**config.mk**
```make
export PLATFORM = sky130hd
export DESIGN_NAME = sync_fifo_param
export DESIGN_NICKNAME = d
export VERILOG_FILES = /design/src/rtl/sync_fifo_pkg.sv /design/src/rtl/sync_fifo_mem.sv /design/src/rtl/sync_fifo_param.sv
export SDC_FILE = /design/constraint.sdc
export NUM_CORES = 1
export LEC_CHECK = 0
export ABC_AREA = 1
export ABC_CLOCK_PERIOD_IN_PS = 6350
export BUFFER_PORTS_ARGS = -buffer_cell sky130_fd_sc_hd__buf_2
export CAP_MARGIN = 20
export CORE_UTILIZATION = 54
export DETAILED_ROUTE_END_ITERATION = 8
export HOLD_SLACK_MARGIN = 0.1
export PLACE_DENSITY = 0.77
export SLEW_MARGIN = 20
export SYNTH_ARGS = -nofsm -noshare
export SYNTH_HDL_FRONTEND = slang
export SYNTH_SLANG_ARGS = --single-unit
```
**constraint.sdc**
```tcl
create_clock -name clock -period 6.35 [get_ports clock]
set_input_delay 0.635 -clock clock [delete_from_list [all_inputs] [get_ports clock]]
set_output_delay 0.635 -clock clock [all_outputs]
set_load 0.02 [all_outputs]
```
**src/rtl/sync_fifo_pkg.sv**
```systemverilog
// Shared defaults and helpers for the parametrised synchronous FIFO.
package sync_fifo_pkg;

    localparam int FIFO_DATA_WIDTH_DEF = 8;
    localparam int FIFO_DEPTH_DEF      = 16;

    // Occupancy counter width: one extra bit so that a completely full FIFO (DEPTH) is representable.
    function automatic int fifo_cnt_w(input int depth);
        return $clog2(depth) + 1;
    endfunction

endpackage

```
**src/rtl/sync_fifo_mem.sv**
```systemverilog
// Storage array for sync_fifo_param: one write port and one registered read port.
// The array itself is never cleared; only the read register returns to zero on rst.
module sync_fifo_mem
    import sync_fifo_pkg::*;
#(
    parameter int DATA_WIDTH = FIFO_DATA_WIDTH_DEF,
    parameter int DEPTH      = FIFO_DEPTH_DEF
) (
    input  logic                     clock,
    input  logic                     rst,
    input  logic                     we,
    input  logic [$clog2(DEPTH)-1:0] waddr,
    input  logic [DATA_WIDTH-1:0]    wdata,
    input  logic                     re,
    input  logic [$clog2(DEPTH)-1:0] raddr,
    output logic [DATA_WIDTH-1:0]    rdata
);

    logic [DATA_WIDTH-1:0] mem [DEPTH];

    // Write port: store wdata at waddr when enabled.
    always_ff @(posedge clock) begin
        if (we) begin
            mem[waddr] <= wdata;
        end
    end

    // Read port: load the addressed entry on an enabled read; hold it otherwise.
    always_ff @(posedge clock) begin
        if (rst) begin
            rdata <= '0;
        end else if (re) begin
            rdata <= mem[raddr];
        end
    end

endmodule

```
**src/rtl/sync_fifo_param.sv**
```systemverilog
// Parametrised single-clock FIFO with occupancy count, almost-full/almost-empty flags
// and one-cycle overflow/underflow pulses.
// Optional build macro SYNC_FIFO_FLUSH_EN adds a 'flush' input that empties the FIFO
// like rst does, but leaves data_out untouched.
module sync_fifo_param
    import sync_fifo_pkg::*;
#(
    parameter int DATA_WIDTH = FIFO_DATA_WIDTH_DEF,
    parameter int DEPTH      = FIFO_DEPTH_DEF,
    parameter int AF_THRESH  = DEPTH - 2,
    parameter int AE_THRESH  = 2
) (
    input  logic                         clock,
    input  logic                         rst,
`ifdef SYNC_FIFO_FLUSH_EN
    input  logic                         flush,
`endif
    input  logic                         wr,
    input  logic                         rd,
    input  logic [DATA_WIDTH-1:0]        data_in,
    output logic [DATA_WIDTH-1:0]        data_out,
    output logic                         empty,
    output logic                         full,
    output logic                         almost_empty,
    output logic                         almost_full,
    output logic [fifo_cnt_w(DEPTH)-1:0] count,
    output logic                         overflow,
    output logic                         underflow
);

    localparam int AW = $clog2(DEPTH);
    localparam int CW = fifo_cnt_w(DEPTH);

    localparam logic [CW-1:0] CNT_FULL = CW'(DEPTH);
    localparam logic [CW-1:0] CNT_AF   = CW'(AF_THRESH);
    localparam logic [CW-1:0] CNT_AE   = CW'(AE_THRESH);
    localparam logic [CW-1:0] CNT_ONE  = CW'(1);
    localparam logic [AW-1:0] PTR_ONE  = AW'(1);

    if ((DEPTH < 2) || ((DEPTH & (DEPTH - 1)) != 0) ||
        (AF_THRESH < 0) || (AF_THRESH > DEPTH) ||
        (AE_THRESH < 0) || (AE_THRESH > DEPTH)) begin : g_bad_params
        $error("sync_fifo_param: DEPTH must be a power of two >= 2 and thresholds within 0..DEPTH");
    end

    logic          clear;
    logic          wr_ok;
    logic          rd_ok;
    logic [AW-1:0] wr_ptr;
    logic [AW-1:0] rd_ptr;

    // flush empties the FIFO but, unlike rst, does not touch the read register.
`ifdef SYNC_FIFO_FLUSH_EN
    assign clear = rst || flush;
`else
    assign clear = rst;
`endif

    // A read frees the head slot in the same edge, so a full FIFO still accepts wr alongside rd.
    assign rd_ok = rd && !empty && !clear;
    assign wr_ok = wr && (!full || rd_ok) && !clear;

    assign empty        = (count == '0);
    assign full         = (count == CNT_FULL);
    assign almost_empty = (count <= CNT_AE);
    assign almost_full  = (count >= CNT_AF);

    // Pointer, occupancy and error-pulse state; rejected requests only raise a pulse.
    always_ff @(posedge clock) begin
        if (clear) begin
            wr_ptr    <= '0;
            rd_ptr    <= '0;
            count     <= '0;
            overflow  <= 1'b0;
            underflow <= 1'b0;
        end else begin
            if (wr_ok) begin
                wr_ptr <= wr_ptr + PTR_ONE;
            end
            if (rd_ok) begin
                rd_ptr <= rd_ptr + PTR_ONE;
            end
            case ({wr_ok, rd_ok})
                2'b10:   count <= count + CNT_ONE;
                2'b01:   count <= count - CNT_ONE;
                default: count <= count;
            endcase
            overflow  <= wr && !wr_ok;
            underflow <= rd && !rd_ok;
        end
    end

    sync_fifo_mem #(
        .DATA_WIDTH (DATA_WIDTH),
        .DEPTH      (DEPTH)
    ) u_mem (
        .clock (clock),
        .rst   (rst),
        .we    (wr_ok),
        .waddr (wr_ptr),
        .wdata (data_in),
        .re    (rd_ok),
        .raddr (rd_ptr),
        .rdata (data_out)
    );

endmodule

```
# Yosys cells after proc, flatten, opt, wreduce, memory -nomap -nowiden
# Memories as Yosys holds them, arrays and structs flattened. A register that Yosys moved wholly into a read port is not among the register bits.
# Index checks and enable logic that the tools add are counted.
dict set report totals {
  regBits 15
  latch_bits 0
  ram_bits 128
  rom_bits 0
  in_bits 12
  out_inout_bits 19
  elab_cells 32
  n_memories 1
}
# memory words word_bits rd rd_clocked_by_memory_dff wr line
set memory_table {}
lappend memory_table {u_mem.mem 16 8 1 1 1 sync_fifo_mem.sv:19} ;# logic [DATA_WIDTH-1:0] mem [DEPTH];
dict set report classes {
  addsub 4
  mul 0
  div 0
  order_cmp 2
  n_eq_ne 3
  shift 0
  mux 3
  n_bitwise 0
  reduce_logical 14
}
# cell n
set ops {}
lappend ops {{case mux 5 bit (2 select lines)} 1}
lappend ops {{adder 4 x 1 -> 4 bit, second input constant} 2}
lappend ops {{logical AND 1 bit} 6}
lappend ops {{adder 5 x 1 -> 5 bit, second input constant} 1}
lappend ops {{== test 5 bit, second input constant} 1}
lappend ops {{greater-or-equal comparator 5 x 4 -> 1 bit, second input constant} 1}
lappend ops {{less-or-equal comparator 5 x 2 -> 1 bit, second input constant} 1}
lappend ops {{logical NOT 1 bit} 5}
lappend ops {{logical NOT 5 bit} 1}
lappend ops {{subtractor 5 x 1 -> 5 bit, second input constant} 1}
lappend ops {{== test 2 x 1 -> 1 bit, second input constant} 1}
lappend ops {{== test 2 bit, second input constant} 1}
lappend ops {{two-way mux 1 bit} 2}
lappend ops {{nonzero test 2 bit} 1}
lappend ops {{logical OR 1 bit} 1}

# Longest topological paths before layout
# Gate-level depths: netlist of the first run.
dict set report depth {
  depth_word 9
  ltp_mapped 14
  depth_no_buf 14
}

# Modules after synthesis
# Synthesis of the first run repeated with hierarchy kept, for this count alone.
dict set report hier_totals {
  hier_cells 612
  area_unflattened_um2 6487.5
}
# module n_inst cells_each area_each_um2 seq_area_each_um2
set modules_own_cells {}
lappend modules_own_cells {sync_fifo_mem 1 490 5577.8 4003.8}
lappend modules_own_cells {sync_fifo_param 1 122 909.6 300.3}

# Least setup slack after synthesis of the first run
# OpenSTA, ideal clock, no wires.
dict set report synth_path {
  path_kind {input to register}
  from {in rst}
  to {reg count[4]}
  setup_ns 0.070
  t_arrival_ns 2.275
  required_ns 6.280
  slack_ns 4.005
  path_stages 12
  path_buffers 1
  path_cell_list {buf_2 nor2_1 nand2_4 ha_1 fa_1 a21oi_1 nor2_1 nor2_1 nand2_1 nand2_1 nand2_1 a21oi_1}
}
dict set report synth_between {
  elab_chain_len 7
  elab_cells_between_ends 9
  classes_between {eq/ne (2); mux (1); reduce/logical (6)}
}
# element line
set synth_lines {}
lappend synth_lines {{start: declaration} sync_fifo_param.sv:14} ;# input logic rst,
lappend synth_lines {{logical NOT 1 bit} {sync_fifo_param.sv:60, sync_fifo_param.sv:61}}
lappend synth_lines {{logical AND 1 bit} sync_fifo_param.sv:60} ;# assign rd_ok = rd && !empty && !clear;
lappend synth_lines {{logical OR 1 bit} sync_fifo_param.sv:61} ;# assign wr_ok = wr && (!full || rd_ok) && !clear;
lappend synth_lines {{logical AND 1 bit (2 in a row)} sync_fifo_param.sv:61}
lappend synth_lines {{== test 2 x 1 -> 1 bit or == test 2 bit (tied branches)} sync_fifo_param.sv:83} ;# case ({wr_ok, rd_ok})
lappend synth_lines {{case mux 5 bit (2 select lines) or nonzero test 2 bit (tied branches)} --}
lappend synth_lines {{end signal: assignment} sync_fifo_param.sv:84} ;# 2'b10: count <= count + CNT_ONE;
lappend synth_lines {{end signal: assignment} sync_fifo_param.sv:85} ;# 2'b01: count <= count - CNT_ONE;
lappend synth_lines {{end signal: assignment} sync_fifo_param.sv:86} ;# default: count <= count;
lappend synth_lines {{end: declaration} sync_fifo_param.sv:26} ;# output logic [fifo_cnt_w(DEPTH)-1:0] count,
# Several ways; a longest one is shown, not always the timed one.
# A chain may end at the register's enable or synchronous reset.

# Worst setup path after layout of the first run
dict set report layout_path {
  from {reg count[2]}
  to {reg count[4]}
}
dict set report layout_between {
  elab_chain_len 9
  elab_cells_between_ends 15
  classes_between {add/sub (2); eq/ne (3); mux (1); reduce/logical (9)}
}
# element line
set layout_lines {}
lappend layout_lines {{logical NOT 5 bit} sync_fifo_param.sv:63} ;# assign empty = (count == '0);
lappend layout_lines {{logical NOT 1 bit} sync_fifo_param.sv:60}
lappend layout_lines {{logical AND 1 bit (2 in a row)} sync_fifo_param.sv:60}
lappend layout_lines {{logical OR 1 bit} sync_fifo_param.sv:61}
lappend layout_lines {{logical AND 1 bit (2 in a row)} sync_fifo_param.sv:61}
lappend layout_lines {{== test 2 x 1 -> 1 bit or == test 2 bit (tied branches)} sync_fifo_param.sv:83}
lappend layout_lines {{case mux 5 bit (2 select lines) or nonzero test 2 bit (tied branches)} --}
# Several ways; a longest one is shown, not always the timed one.

==> impl_metrics.xml, run 1 <==
<?xml version="1.0" encoding="UTF-8"?>
<metrics>
  <group name="setup_path">
    <metric name="critical_path_required" unit="ns">6.71</metric>
    <metric name="critPathMaxStageDelay" unit="ns">0.42</metric>
    <metric name="worst_path_dominant_cell_family" unit="">simple AND/OR/NAND/NOR gates</metric>
    <metric name="worstPathArrival" unit="ns">2.91</metric>
    <metric name="worst_setup_path_end_kind" unit="">flop</metric>
    <metric name="slowest_stage_cell_on_the_critical_path" unit="">sky130_fd_sc_hd__fa_1</metric>
    <metric name="critPathKind" unit="">flop to flop</metric>
    <metric name="cp-startpoint" unit="">count[2]</metric>
    <metric name="worstPathBufferInverterCount" unit="">1</metric>
    <metric name="worst_setup_path_start_kind" unit="">flop</metric>
    <metric name="timing.critical_path.fanout_max" unit="">15</metric>
    <metric name="r2r_start" unit="">count[2]</metric>
    <metric name="critical_path.cell_chain" unit="">nor2_2 -&gt; nand4_2 -&gt; nand2_2 -&gt; inv_2 -&gt; ha_1 -&gt; fa_1 -&gt; a21oi_1 -&gt; nor2_1 -&gt; nor2_1 -&gt; nand2_1 -&gt; nand2_1 -&gt; nand2_1 -&gt; a21oi_1</metric>
    <metric name="critical-path-top-cell-by-count" unit="">sky130_fd_sc_hd__nand2_1</metric>
  </group>
  <group name="routing">
    <metric name="route.vias.total" unit="">4620</metric>
    <metric name="drt_iter0_drc" unit="">440</metric>
    <metric name="drtPass1Iterations" unit="">6</metric>
    <metric name="wirelength" unit="mm">14.6</metric>
    <metric name="antenna_left" unit="">0</metric>
    <metric name="routed_wire_length_per_instance" unit="um">17.6</metric>
    <metric name="routed_via_density" unit="">5.55</metric>
    <metric name="drc" unit="">0</metric>
  </group>
  <group name="layout">
    <metric name="num-nets-final" unit="">699</metric>
    <metric name="final_common_cell" unit="">sky130_fd_sc_hd__nand2_1</metric>
    <metric name="most-common-layout-cells" unit="">sky130_fd_sc_hd__nand2_1, sky130_fd_sc_hd__edfxtp_1, sky130_fd_sc_hd__nand3_1</metric>
    <metric name="area_growth_syn_to_layout" unit="%">10.9</metric>
    <metric name="final_layout_size_suffix_gt1_frac" unit="">0.109</metric>
    <metric name="antenna_cells_inserted" unit="">0</metric>
  </group>
  <group name="synthesis">
    <metric name="postSynthRegisterBits" unit="">151</metric>
    <metric name="postSynthNetCount" unit="">678</metric>
    <metric name="yosysSeqAreaShare" unit="">0.653</metric>
    <metric name="yosys.cell_types.count" unit="">25</metric>
    <metric name="synthesis.yosys.warnings" unit="">0</metric>
    <metric name="synthCells" unit="">656</metric>
    <metric name="syn-mean-instance-area" unit="um2">10.0</metric>
    <metric name="netlist_area" unit="um2">6590</metric>
  </group>
  <group name="sta">
    <metric name="tns" unit="ns">0</metric>
    <metric name="final_hold_viol_count" unit="">0</metric>
    <metric name="final.period_utilization" unit="">0.402</metric>
    <metric name="max_freq" unit="MHz">392</metric>
    <metric name="final_setup_margin" unit="ns">3.80</metric>
    <metric name="grt_setup_unrepaired" unit="">no</metric>
    <metric name="worst-slew-pin-transition" unit="ns">1.09</metric>
    <metric name="endpoints_failing_setup" unit="">0</metric>
    <metric name="slew_headroom" unit="">0.269</metric>
    <metric name="post-route-min-period" unit="ns">2.55</metric>
    <metric name="finalMaxSlewViolations" unit="">0</metric>
    <metric name="skew" unit="ns">0.00888</metric>
  </group>
  <group name="min_path">
    <metric name="hold_path.startpoint" unit="">rd</metric>
    <metric name="hold_path.class" unit="">input pin to flop</metric>
  </group>
  <group name="cts">
    <metric name="cts_tree" unit="">built</metric>
    <metric name="cts.hold.buffers_added" unit="">0</metric>
    <metric name="cts_repair_resize_count" unit="">0</metric>
    <metric name="clk_latency" unit="ns">0.42</metric>
    <metric name="cts_setup_buffers" unit="">0</metric>
    <metric name="clkSlewWorstSetupHoldPaths" unit="ns">0.06</metric>
    <metric name="cts.path.max_buffers" unit="">2</metric>
    <metric name="clock_root_cell" unit="">sky130_fd_sc_hd__clkbuf_16</metric>
    <metric name="cts_made_buffers" unit="">17</metric>
    <metric name="cts_htree_levels" unit="">4</metric>
    <metric name="clock_sink_count" unit="">151</metric>
  </group>
  <group name="global_route">
    <metric name="antenna_found_initial" unit="">0</metric>
    <metric name="gr-total-overflow" unit="">0</metric>
    <metric name="first_global_vias" unit="">4391</metric>
    <metric name="grtUsageTotal" unit="">0.249</metric>
    <metric name="grt_pass1_wl" unit="mm">22.9</metric>
    <metric name="grt_max_degree" unit="">69</metric>
  </group>
  <group name="placement">
    <metric name="placer_congestion" unit="">0.888</metric>
    <metric name="port-buffer-count" unit="">30</metric>
    <metric name="dp_worst_setup_slack" unit="ns">3.61</metric>
    <metric name="place_hpwl" unit="mm">9.17</metric>
  </group>
  <group name="floorplanning">
    <metric name="die_h" unit="um">112</metric>
    <metric name="rows" unit="">39</metric>
    <metric name="boundaryPins" unit="">31</metric>
    <metric name="initial_core_utilization" unit="">0.565</metric>
    <metric name="core-area" unit="um2">11700</metric>
    <metric name="die_w" unit="um">112</metric>
    <metric name="floorplan.die_area" unit="um2">12700</metric>
  </group>
  <group name="flow_run">
    <metric name="max_cap_viol_count" unit="">0</metric>
  </group>
  <group name="run_status">
    <metric name="outcome" unit="">complete, no violations</metric>
  </group>
  <group name="pwr">
    <metric name="total_leakage_power" unit="nW">3.08</metric>
    <metric name="vdd.ir_drop.worst" unit="mV">0.211</metric>
    <metric name="power_dens_cells" unit="nW/um2">328</metric>
  </group>
</metrics>
## stage by stage
step	cell area (um2)	hold WS, ns	total power [mW]	std cells	util
2_1_floorplan	6590	0.465	1.36	656	-
3_3_place_gp	6740	0.478	1.44	801	0.578
3_5_place_dp	6740	0.479	1.45	801	0.578
4_1_cts	7310	0.464	2.40	833	0.627
5_1_grt	7310	0.469	2.48	833	0.627
6_report	7310	0.469	2.40	833	0.627
## worst paths after layout
check	endpoint	slack [ns]	cells past startpoint
worst min register to register	u_mem.rdata[7]	0.49	2
worst min-delay path	underflow	0.47	3
worst max-delay path	count[4]	3.80	13
worst max register to register	count[4]	3.80	13
## synthesized netlist by cell type, drive strengths merged
cell type | n | area share
nand2 | 233 | 0.14
o31ai | 1 | 0.0011
nor2 | 39 | 0.023
fa | 1 | 0.0030
o21ai | 14 | 0.011
buf | 24 | 0.026
o211ai | 1 | 0.0011
xor2 | 6 | 0.0080
o21bai | 1 | 0.0011
clkbuf | 6 | 0.0034
nor3 | 2 | 0.0015
ha | 9 | 0.017
dfxtp | 23 | 0.070
inv | 68 | 0.039
nand3 | 84 | 0.064
edfxtp | 128 | 0.58
a21oi | 15 | 0.011
nand4 | 1 | 0.0019
## cells by family (layout without fill, tap and decap cells)
group	count (synthesis)	in the layout	share of synthesized area
compound gates	32	32	0.0254
xor+xnor	6	6	0.00797
fa+ha+maj	10	10	0.0201
buf+inv	98	132	0.0680
flops	151	151	0.653
simple gates	359	359	0.226
## worst register-to-register path: stages, from the launching register on
cell	delay (ns)
sky130_fd_sc_hd__dfxtp_1	0.35
sky130_fd_sc_hd__nor2_2	0.18
sky130_fd_sc_hd__nand4_2	0.15
sky130_fd_sc_hd__nand2_2	0.28
sky130_fd_sc_hd__inv_2	0.17
sky130_fd_sc_hd__ha_1	0.32
sky130_fd_sc_hd__fa_1	0.42
sky130_fd_sc_hd__a21oi_1	0.15
sky130_fd_sc_hd__nor2_1	0.07
sky130_fd_sc_hd__nor2_1	0.11
sky130_fd_sc_hd__nand2_1	0.07
sky130_fd_sc_hd__nand2_1	0.06
sky130_fd_sc_hd__nand2_1	0.04
sky130_fd_sc_hd__a21oi_1	0.11
## metal layers
layer,vias to the layer above,global-route usage,routed length (um)
li1,2191,-,-
met1,2156,0.336,5950
met2,243,0.385,7110
met3,30,0.0599,1200
met4,0,0.112,391
met5,-,0,0
## power by group
part	internal (mW)	total [mW]	leakage, nW	switching, mW
logic	0.0893	0.314	1.47	0.225
clock network	0.575	0.964	0.268	0.389
registers	1.10	1.12	1.34	0.0190
total	1.76	2.40	3.08	0.633
## layout make-up
type,count,area (um2)
fill,896,4350
tap,143,179
multi-input combinational,407,1840
inverter,68,255
clock buffer,19,433
clock inverter,13,131
sequential,151,4310
timing repair buffer,32,165
## state kept, by name (all words and copies together), names as in the netlist
signal       flops
u_mem.mem      128
u_mem.rdata      8
count            5
rd_ptr           4
wr_ptr           4
overflow         1
underflow        1
Note: power is estimated with default switching activity, not from simulation.
==> inputs of run 2 (changes only) <==
--- a/config.mk
+++ b/config.mk
@@ -6,7 +6,7 @@
 export NUM_CORES = 1
 export LEC_CHECK = 0
 export ABC_AREA = 1
-export ABC_CLOCK_PERIOD_IN_PS = 6350
+export ABC_CLOCK_PERIOD_IN_PS = 2600
 export BUFFER_PORTS_ARGS = -buffer_cell sky130_fd_sc_hd__buf_2
 export CAP_MARGIN = 20
 export CORE_UTILIZATION = 54
==> constraint.sdc (replaced) <==
create_clock -name clock -period 2.6 [get_ports clock]
set_input_delay 0.26 -clock clock [delete_from_list [all_inputs] [get_ports clock]]
set_output_delay 0.26 -clock clock [all_outputs]
set_load 0.02 [all_outputs]
==> run 2 against run 1 <==
  * Setup slack got worse by 3.5 ns
  * Power grew 150%
  * Largest cell class unchanged
  * Non-clock buffer count up 16
  * Die area unchanged
  * Combinational power increased by 140%
  * Sequential share of layout area decreased by 1.4 points
  * Register-to-register slack lost 3.5 ns
  * Cell count rose by 1.9%
==> impl_metrics.xml, run 2 (synthesis results as in run 1) <==
<?xml version="1.0" encoding="UTF-8"?>
<metrics>
  <group name="sta">
    <metric name="tns" unit="ns">0</metric>
    <metric name="max_freq" unit="MHz">438</metric>
    <metric name="worst-slew-pin-transition" unit="ns">0.703</metric>
    <metric name="endpoints_failing_setup" unit="">0</metric>
    <metric name="final_setup_margin" unit="ns">0.316</metric>
    <metric name="final_hold_viol_count" unit="">0</metric>
    <metric name="slew_headroom" unit="">0.530</metric>
    <metric name="final.period_utilization" unit="">0.878</metric>
    <metric name="post-route-min-period" unit="ns">2.28</metric>
    <metric name="finalMaxSlewViolations" unit="">0</metric>
    <metric name="skew" unit="ns">0.00641</metric>
    <metric name="grt_setup_unrepaired" unit="">no</metric>
  </group>
  <group name="setup_path">
    <metric name="slowest_stage_cell_on_the_critical_path" unit="">sky130_fd_sc_hd__fa_1</metric>
    <metric name="critical-path-top-cell-by-count" unit="">sky130_fd_sc_hd__nand2_1</metric>
    <metric name="timing.critical_path.fanout_max" unit="">12</metric>
    <metric name="critical_path.cell_chain" unit="">nor2_2 -&gt; nand4_2 -&gt; nand2_2 -&gt; inv_2 -&gt; ha_1 -&gt; fa_1 -&gt; a21oi_1 -&gt; nor2_1 -&gt; nor2_1 -&gt; nand2_1 -&gt; nand2_1 -&gt; nand2_1 -&gt; a21oi_1</metric>
    <metric name="worst_r2r_endpoint" unit="">count[4]</metric>
    <metric name="r2r_start" unit="">count[2]</metric>
    <metric name="critPathKind" unit="">flop to flop</metric>
    <metric name="setup.reg_to_reg.worst_slack" unit="ns">0.32</metric>
    <metric name="critPathMaxStageDelay" unit="ns">0.43</metric>
    <metric name="worst_setup_path_start_kind" unit="">flop</metric>
    <metric name="critical_path_required" unit="ns">2.95</metric>
    <metric name="worst_path_dominant_cell_family" unit="">simple AND/OR/NAND/NOR gates</metric>
    <metric name="worst_setup_path_end_kind" unit="">flop</metric>
    <metric name="worstRegToRegCells" unit="">13</metric>
    <metric name="critical_path_depth" unit="">13</metric>
    <metric name="worstPathArrival" unit="ns">2.63</metric>
    <metric name="worstPathBufferInverterCount" unit="">1</metric>
  </group>
  <group name="routing">
    <metric name="antenna_left" unit="">0</metric>
    <metric name="routed_wire_length_per_instance" unit="um">17.0</metric>
    <metric name="routed_via_density" unit="">5.46</metric>
    <metric name="wirelength" unit="mm">14.4</metric>
    <metric name="drt_iter0_drc" unit="">432</metric>
    <metric name="drtPass1Iterations" unit="">5</metric>
    <metric name="drc" unit="">0</metric>
    <metric name="route.vias.total" unit="">4635</metric>
  </group>
  <group name="floorplanning">
    <metric name="core-area" unit="um2">11700</metric>
    <metric name="die_h" unit="um">112</metric>
    <metric name="rows" unit="">39</metric>
    <metric name="die_w" unit="um">112</metric>
    <metric name="boundaryPins" unit="">31</metric>
    <metric name="initial_core_utilization" unit="">0.565</metric>
    <metric name="floorplan.die_area" unit="um2">12700</metric>
  </group>
  <group name="placement">
    <metric name="dp_worst_setup_slack" unit="ns">0.329</metric>
    <metric name="placer_congestion" unit="">0.903</metric>
    <metric name="place_hpwl" unit="mm">9.03</metric>
    <metric name="port-buffer-count" unit="">30</metric>
    <metric name="placedInstanceArea" unit="um2">6880</metric>
  </group>
  <group name="cts">
    <metric name="cts.path.max_buffers" unit="">2</metric>
    <metric name="cts_tree" unit="">built</metric>
    <metric name="clkSlewWorstSetupHoldPaths" unit="ns">0.06</metric>
    <metric name="clock_root_cell" unit="">sky130_fd_sc_hd__clkbuf_16</metric>
    <metric name="cts_made_buffers" unit="">17</metric>
    <metric name="cts_repair_resize_count" unit="">0</metric>
    <metric name="cts.hold.buffers_added" unit="">1</metric>
    <metric name="clk_latency" unit="ns">0.42</metric>
    <metric name="clock_sink_count" unit="">151</metric>
    <metric name="cts_htree_levels" unit="">4</metric>
    <metric name="cts_setup_buffers" unit="">0</metric>
  </group>
  <group name="min_path">
    <metric name="hold_path.startpoint" unit="">wr</metric>
    <metric name="timing.hold.worst_endpoint" unit="">overflow</metric>
    <metric name="holdPathStages" unit="">3</metric>
    <metric name="hold_path.class" unit="">input pin to flop</metric>
  </group>
  <group name="layout">
    <metric name="nFillCells" unit="">861</metric>
    <metric name="area_growth_syn_to_layout" unit="%">13.6</metric>
    <metric name="antenna_cells_inserted" unit="">0</metric>
    <metric name="largest_register_ffs" unit="">128</metric>
    <metric name="post-route-cell-area" unit="um2">7490</metric>
    <metric name="final_layout_size_suffix_gt1_frac" unit="">0.129</metric>
    <metric name="num-nets-final" unit="">715</metric>
    <metric name="register_area" unit="um2">4310</metric>
    <metric name="registers.top_by_ff_count" unit="">u_mem.mem</metric>
    <metric name="final_core_util" unit="">0.642</metric>
    <metric name="multi_input_comb_area" unit="um2">1840</metric>
    <metric name="final_common_cell" unit="">sky130_fd_sc_hd__nand2_1</metric>
    <metric name="layout_top_registers" unit="">u_mem.mem: 128 flops, u_mem.rdata: 8 flops, count: 5 flops</metric>
    <metric name="most-common-layout-cells" unit="">sky130_fd_sc_hd__nand2_1, sky130_fd_sc_hd__edfxtp_1, sky130_fd_sc_hd__nand3_1</metric>
  </group>
  <group name="global_route">
    <metric name="grt_pass1_wl" unit="mm">23.1</metric>
    <metric name="gr-total-overflow" unit="">0</metric>
    <metric name="first_global_vias" unit="">4532</metric>
    <metric name="grt_max_degree" unit="">66</metric>
    <metric name="antenna_found_initial" unit="">0</metric>
    <metric name="grtUsageTotal" unit="">0.247</metric>
  </group>
  <group name="flow_run">
    <metric name="max_cap_viol_count" unit="">0</metric>
  </group>
  <group name="run_status">
    <metric name="outcome" unit="">complete, no violations</metric>
  </group>
  <group name="pwr">
    <metric name="total_leakage_power" unit="nW">3.20</metric>
    <metric name="power_dens_cells" unit="nW/um2">790</metric>
    <metric name="vdd.ir_drop.worst" unit="mV">0.432</metric>
  </group>
</metrics>
==> run 2: changes by cell type in the layout (fill, tap and decap cells not counted), moves of 2 or more <==
| cell | previous run | this run |
|---|---|---|
| sky130_fd_sc_hd__clkinv_4 | 2 | 0 |
| sky130_fd_sc_hd__bufinv_16 | 2 | 0 |
| sky130_fd_sc_hd__clkinv_1 | 2 | 0 |
| sky130_fd_sc_hd__clkinvlp_4 | 3 | 1 |
| sky130_fd_sc_hd__clkbuf_8 | 0 | 4 |
| sky130_fd_sc_hd__clkbuf_16 | 17 | 20 |
| sky130_fd_sc_hd__buf_12 | 0 | 2 |
| sky130_fd_sc_hd__buf_4 | 2 | 15 |
==> run 2: stage by stage <==
step | power (mW) | std cells | hold WS [ns]
final | 5.91 | 849 | 0.111
after global routing | 6.11 | 849 | 0.110
after CTS | 5.92 | 849 | 0.104
after detailed placement | 3.55 | 816 | 0.462
after global placement | 3.53 | 816 | 0.454
after floorplan | 3.33 | 656 | 0.359
==> run 2: layout make-up <==
cell class	count	area share
flip-flops and latches	151	0.575
inverters	68	0.0341
well taps	143	0.0239
repair buffers	48	0.0418
multi-input cells	407	0.246
clock buffers	27	0.0757
clock inverters	5	0.00384
==> run 2: worst min-delay path, delay by kind of cell <==
kind | cells | cell delay, ns
simple gates | 1 | 0.05
buf+inv | 2 | 0.17
==> run 2: worst max-delay path by stage <==
stage,startpoint,end,slack [ns]
final,count[2],count[4],0.32
after global routing,count[2],count[4],0.11
after CTS,count[2],count[4],0.31
after detailed placement,count[2],count[4],0.33
after global placement,count[2],count[4],0.40
after floorplan,count[2],count[3],0.31
==> run 2: metal layers <==
layer / track usage / vias up / routed length, um
li1: - / 2225 / -
met1: 0.324 / 2201 / 6150
met2: 0.395 / 184 / 7020
met3: 0.0540 / 25 / 949
met4: 0.117 / 0 / 331
met5: 0 / - / 0
==> run 2: power breakdown <==
part           leakage, nW  total [mW]  switching [mW]  internal, mW
sequential            1.34        2.74          0.0546          2.69
combinational         1.56       0.767           0.532         0.235
clock                0.295        2.40           0.912          1.49
==> inputs of run 3 (changes only) <==
--- a/config.mk
+++ b/config.mk
@@ -8,11 +8,10 @@
 export ABC_AREA = 1
 export ABC_CLOCK_PERIOD_IN_PS = 2600
 export BUFFER_PORTS_ARGS = -buffer_cell sky130_fd_sc_hd__buf_2
-export CAP_MARGIN = 20
-export CORE_UTILIZATION = 54
+export CORE_UTILIZATION = 30
 export DETAILED_ROUTE_END_ITERATION = 8
 export HOLD_SLACK_MARGIN = 0.1
-export PLACE_DENSITY = 0.77
+export PLACE_DENSITY = 0.51
 export SLEW_MARGIN = 20
 export SYNTH_ARGS = -nofsm -noshare
 export SYNTH_HDL_FRONTEND = slang
==> run 3 against run 2 <==
  * Fmax grew 1.1%
  * Worst hold slack better by 0.051 ns
  * Sequential share of layout area fell by 1.2 points
  * Clock-buffer cell count fell by 9
  * Sequential power about the same
  * Routed wire length increased by 10%
  * Largest power group unchanged
==> impl_metrics.xml, run 3 (synthesis results as in run 1) <==
<?xml version="1.0" encoding="UTF-8"?>
<metrics>
  <group name="run_status">
    <metric name="outcome" unit="">complete, no violations</metric>
  </group>
  <group name="setup_path">
    <metric name="slowest_stage_cell_on_the_critical_path" unit="">sky130_fd_sc_hd__dfxtp_1</metric>
    <metric name="critical_path.cell_chain" unit="">inv_2 -&gt; nand4_2 -&gt; nand2_2 -&gt; nand2_4 -&gt; nand2_4 -&gt; ha_1 -&gt; fa_1 -&gt; a21oi_1 -&gt; nor2_1 -&gt; nor2_1 -&gt; nand2_1 -&gt; nand2_1 -&gt; nand2_1 -&gt; a21oi_1</metric>
    <metric name="critPathKind" unit="">flop to flop</metric>
    <metric name="critical-path-top-cell-by-count" unit="">sky130_fd_sc_hd__nand2_1</metric>
    <metric name="worst_setup_path_end_kind" unit="">flop</metric>
    <metric name="worst_setup_path_start_kind" unit="">flop</metric>
    <metric name="timing.critical_path.fanout_max" unit="">6</metric>
    <metric name="worst_path_dominant_cell_family" unit="">adder cells</metric>
    <metric name="worstPathArrival" unit="ns">2.62</metric>
    <metric name="critPathMaxStageDelay" unit="ns">0.43</metric>
    <metric name="worstPathBufferInverterCount" unit="">1</metric>
    <metric name="critical_path_required" unit="ns">2.96</metric>
  </group>
  <group name="sta">
    <metric name="grt_setup_unrepaired" unit="">no</metric>
    <metric name="post-route-min-period" unit="ns">2.26</metric>
    <metric name="finalHoldWorstSlack" unit="ns">0.162</metric>
    <metric name="skew" unit="ns">0.00540</metric>
    <metric name="final.period_utilization" unit="">0.869</metric>
    <metric name="tns" unit="ns">0</metric>
    <metric name="max_freq" unit="MHz">442</metric>
    <metric name="finalMaxSlewViolations" unit="">0</metric>
    <metric name="endpoints_failing_setup" unit="">0</metric>
    <metric name="slew_headroom" unit="">0.477</metric>
    <metric name="final_hold_viol_count" unit="">0</metric>
    <metric name="final_setup_margin" unit="ns">0.340</metric>
    <metric name="worst-slew-pin-transition" unit="ns">0.785</metric>
  </group>
  <group name="pwr">
    <metric name="power_dens_cells" unit="nW/um2">754</metric>
    <metric name="sequentialPowerShare" unit="">0.474</metric>
    <metric name="power_frac_comb" unit="">0.136</metric>
    <metric name="vdd.ir_drop.worst" unit="mV">0.546</metric>
    <metric name="p_sw_frac" unit="">0.268</metric>
    <metric name="fin_total_pwr" unit="mW">5.77</metric>
    <metric name="total_leakage_power" unit="nW">3.20</metric>
    <metric name="p_int" unit="mW">4.22</metric>
    <metric name="power.switching" unit="mW">1.55</metric>
    <metric name="clock_power_share" unit="">0.390</metric>
  </group>
  <group name="routing">
    <metric name="route.vias.total" unit="">4431</metric>
    <metric name="wirelength" unit="mm">15.9</metric>
    <metric name="drc" unit="">0</metric>
    <metric name="routed_wire_length_per_instance" unit="um">16.1</metric>
    <metric name="drtPass1Iterations" unit="">5</metric>
    <metric name="drt_iter0_drc" unit="">378</metric>
    <metric name="routed_via_density" unit="">4.48</metric>
    <metric name="antenna_left" unit="">0</metric>
  </group>
  <group name="layout">
    <metric name="largest_register_ffs" unit="">128</metric>
    <metric name="area_growth_syn_to_layout" unit="%">16.0</metric>
    <metric name="antenna_cells_inserted" unit="">0</metric>
    <metric name="most-common-layout-cells" unit="">sky130_fd_sc_hd__nand2_1, sky130_fd_sc_hd__edfxtp_1, sky130_fd_sc_hd__nand3_1</metric>
    <metric name="layout_top_registers" unit="">u_mem.mem: 128 flops, u_mem.rdata: 8 flops, count: 5 flops</metric>
    <metric name="final_common_cell" unit="">sky130_fd_sc_hd__nand2_1</metric>
    <metric name="final_layout_size_suffix_gt1_frac" unit="">0.137</metric>
    <metric name="final_core_util" unit="">0.359</metric>
    <metric name="num-nets-final" unit="">723</metric>
    <metric name="registers.top_by_ff_count" unit="">u_mem.mem</metric>
    <metric name="nFillCells" unit="">2119</metric>
  </group>
  <group name="cts">
    <metric name="cts_repair_resize_count" unit="">0</metric>
    <metric name="cts.path.max_buffers" unit="">2</metric>
    <metric name="cts_made_buffers" unit="">17</metric>
    <metric name="clock_root_cell" unit="">sky130_fd_sc_hd__clkbuf_16</metric>
    <metric name="clock_sink_count" unit="">151</metric>
    <metric name="cts_htree_levels" unit="">4</metric>
    <metric name="cts_tree" unit="">built</metric>
    <metric name="clkSlewWorstSetupHoldPaths" unit="ns">0.06</metric>
    <metric name="clk_latency" unit="ns">0.43</metric>
  </group>
  <group name="flow_run">
    <metric name="max_cap_viol_count" unit="">0</metric>
  </group>
  <group name="min_path">
    <metric name="hold_path.class" unit="">input pin to flop</metric>
  </group>
  <group name="placement">
    <metric name="placer_congestion" unit="">0.787</metric>
    <metric name="port-buffer-count" unit="">30</metric>
    <metric name="dp_worst_setup_slack" unit="ns">0.340</metric>
    <metric name="place_hpwl" unit="mm">9.94</metric>
  </group>
  <group name="global_route">
    <metric name="first_global_vias" unit="">4189</metric>
    <metric name="grt_pass1_wl" unit="mm">24.3</metric>
    <metric name="grtUsageTotal" unit="">0.152</metric>
    <metric name="grt_max_degree" unit="">68</metric>
    <metric name="antenna_found_initial" unit="">0</metric>
    <metric name="gr-total-overflow" unit="">0</metric>
  </group>
  <group name="floorplanning">
    <metric name="die_w" unit="um">150</metric>
    <metric name="initial_core_utilization" unit="">0.310</metric>
    <metric name="boundaryPins" unit="">31</metric>
    <metric name="floorplan.die_area" unit="um2">22600</metric>
    <metric name="die_h" unit="um">150</metric>
    <metric name="rows" unit="">53</metric>
    <metric name="core-area" unit="um2">21300</metric>
  </group>
</metrics>
run 3: metal layers:
layer | global-route usage | up-vias | part of all wire
met1 | 0.204 | 2087 | 0.46
met4 | 0.0712 | 0 | 0.024
met3 | 0.0261 | 19 | 0.035
met2 | 0.238 | 85 | 0.48
met5 | 0 | - | 0
li1 | - | 2240 | -
run 3: worst register-to-register path: stages, from the launching register on:
cell,delay (ns)
sky130_fd_sc_hd__dfxtp_1,0.43
sky130_fd_sc_hd__inv_2,0.09
sky130_fd_sc_hd__nand4_2,0.13
sky130_fd_sc_hd__nand2_2,0.10
sky130_fd_sc_hd__nand2_4,0.10
sky130_fd_sc_hd__nand2_4,0.08
sky130_fd_sc_hd__ha_1,0.29
sky130_fd_sc_hd__fa_1,0.43
sky130_fd_sc_hd__a21oi_1,0.14
sky130_fd_sc_hd__nor2_1,0.07
sky130_fd_sc_hd__nor2_1,0.08
sky130_fd_sc_hd__nand2_1,0.05
sky130_fd_sc_hd__nand2_1,0.06
sky130_fd_sc_hd__nand2_1,0.04
sky130_fd_sc_hd__a21oi_1,0.11
run 3: final cells by class:
| type | count | area [um2] | area share |
|---|---|---|---|
| multi-input cells | 407 | 1840 | 0.241 |
| clock buffers | 18 | 429 | 0.0561 |
| well taps | 275 | 344 | 0.0450 |
| flip-flops and latches | 151 | 4310 | 0.563 |
| repair buffers | 56 | 363 | 0.0474 |
| inverters | 68 | 255 | 0.0334 |
| clock inverters | 14 | 111 | 0.0146 |
run 3: per-stage QoR:
| step | area [um2] | instances |
|---|---|---|
| after floorplan | 6590 | 656 |
| after global placement | 7090 | 955 |
| after detailed placement | 7090 | 955 |
| after CTS | 7650 | 989 |
| after global routing | 7650 | 989 |
| final | 7650 | 989 |
run 3: worst paths after layout:
check	slack, ns	endpoint	startpoint	cells past startpoint
setup / recovery	0.34	count[4]	count[0]	14
hold / removal	0.16	wr_ptr[2]	rst	2
setup reg to reg	0.34	count[4]	count[0]	14
hold reg to reg	0.51	u_mem.rdata[7]	u_mem.rdata[7]	2
run 3: timing repair:
item / 4_1_cts / 5_1_grt
buffers inserted: 0 / 0
endpoints found under the hold margin: 2 / 0
hold buffers: 2 / 0
run 3: power by group through the flow:
stage | Clock (mW) | Combinational, mW | Sequential [mW]
floorplan | 0 | 0.497 | 2.83
global placement | 0 | 0.789 | 2.79
detailed placement | 0 | 0.789 | 2.79
CTS | 2.30 | 0.795 | 2.74
global route | 2.38 | 0.882 | 2.74
finish | 2.25 | 0.784 | 2.74
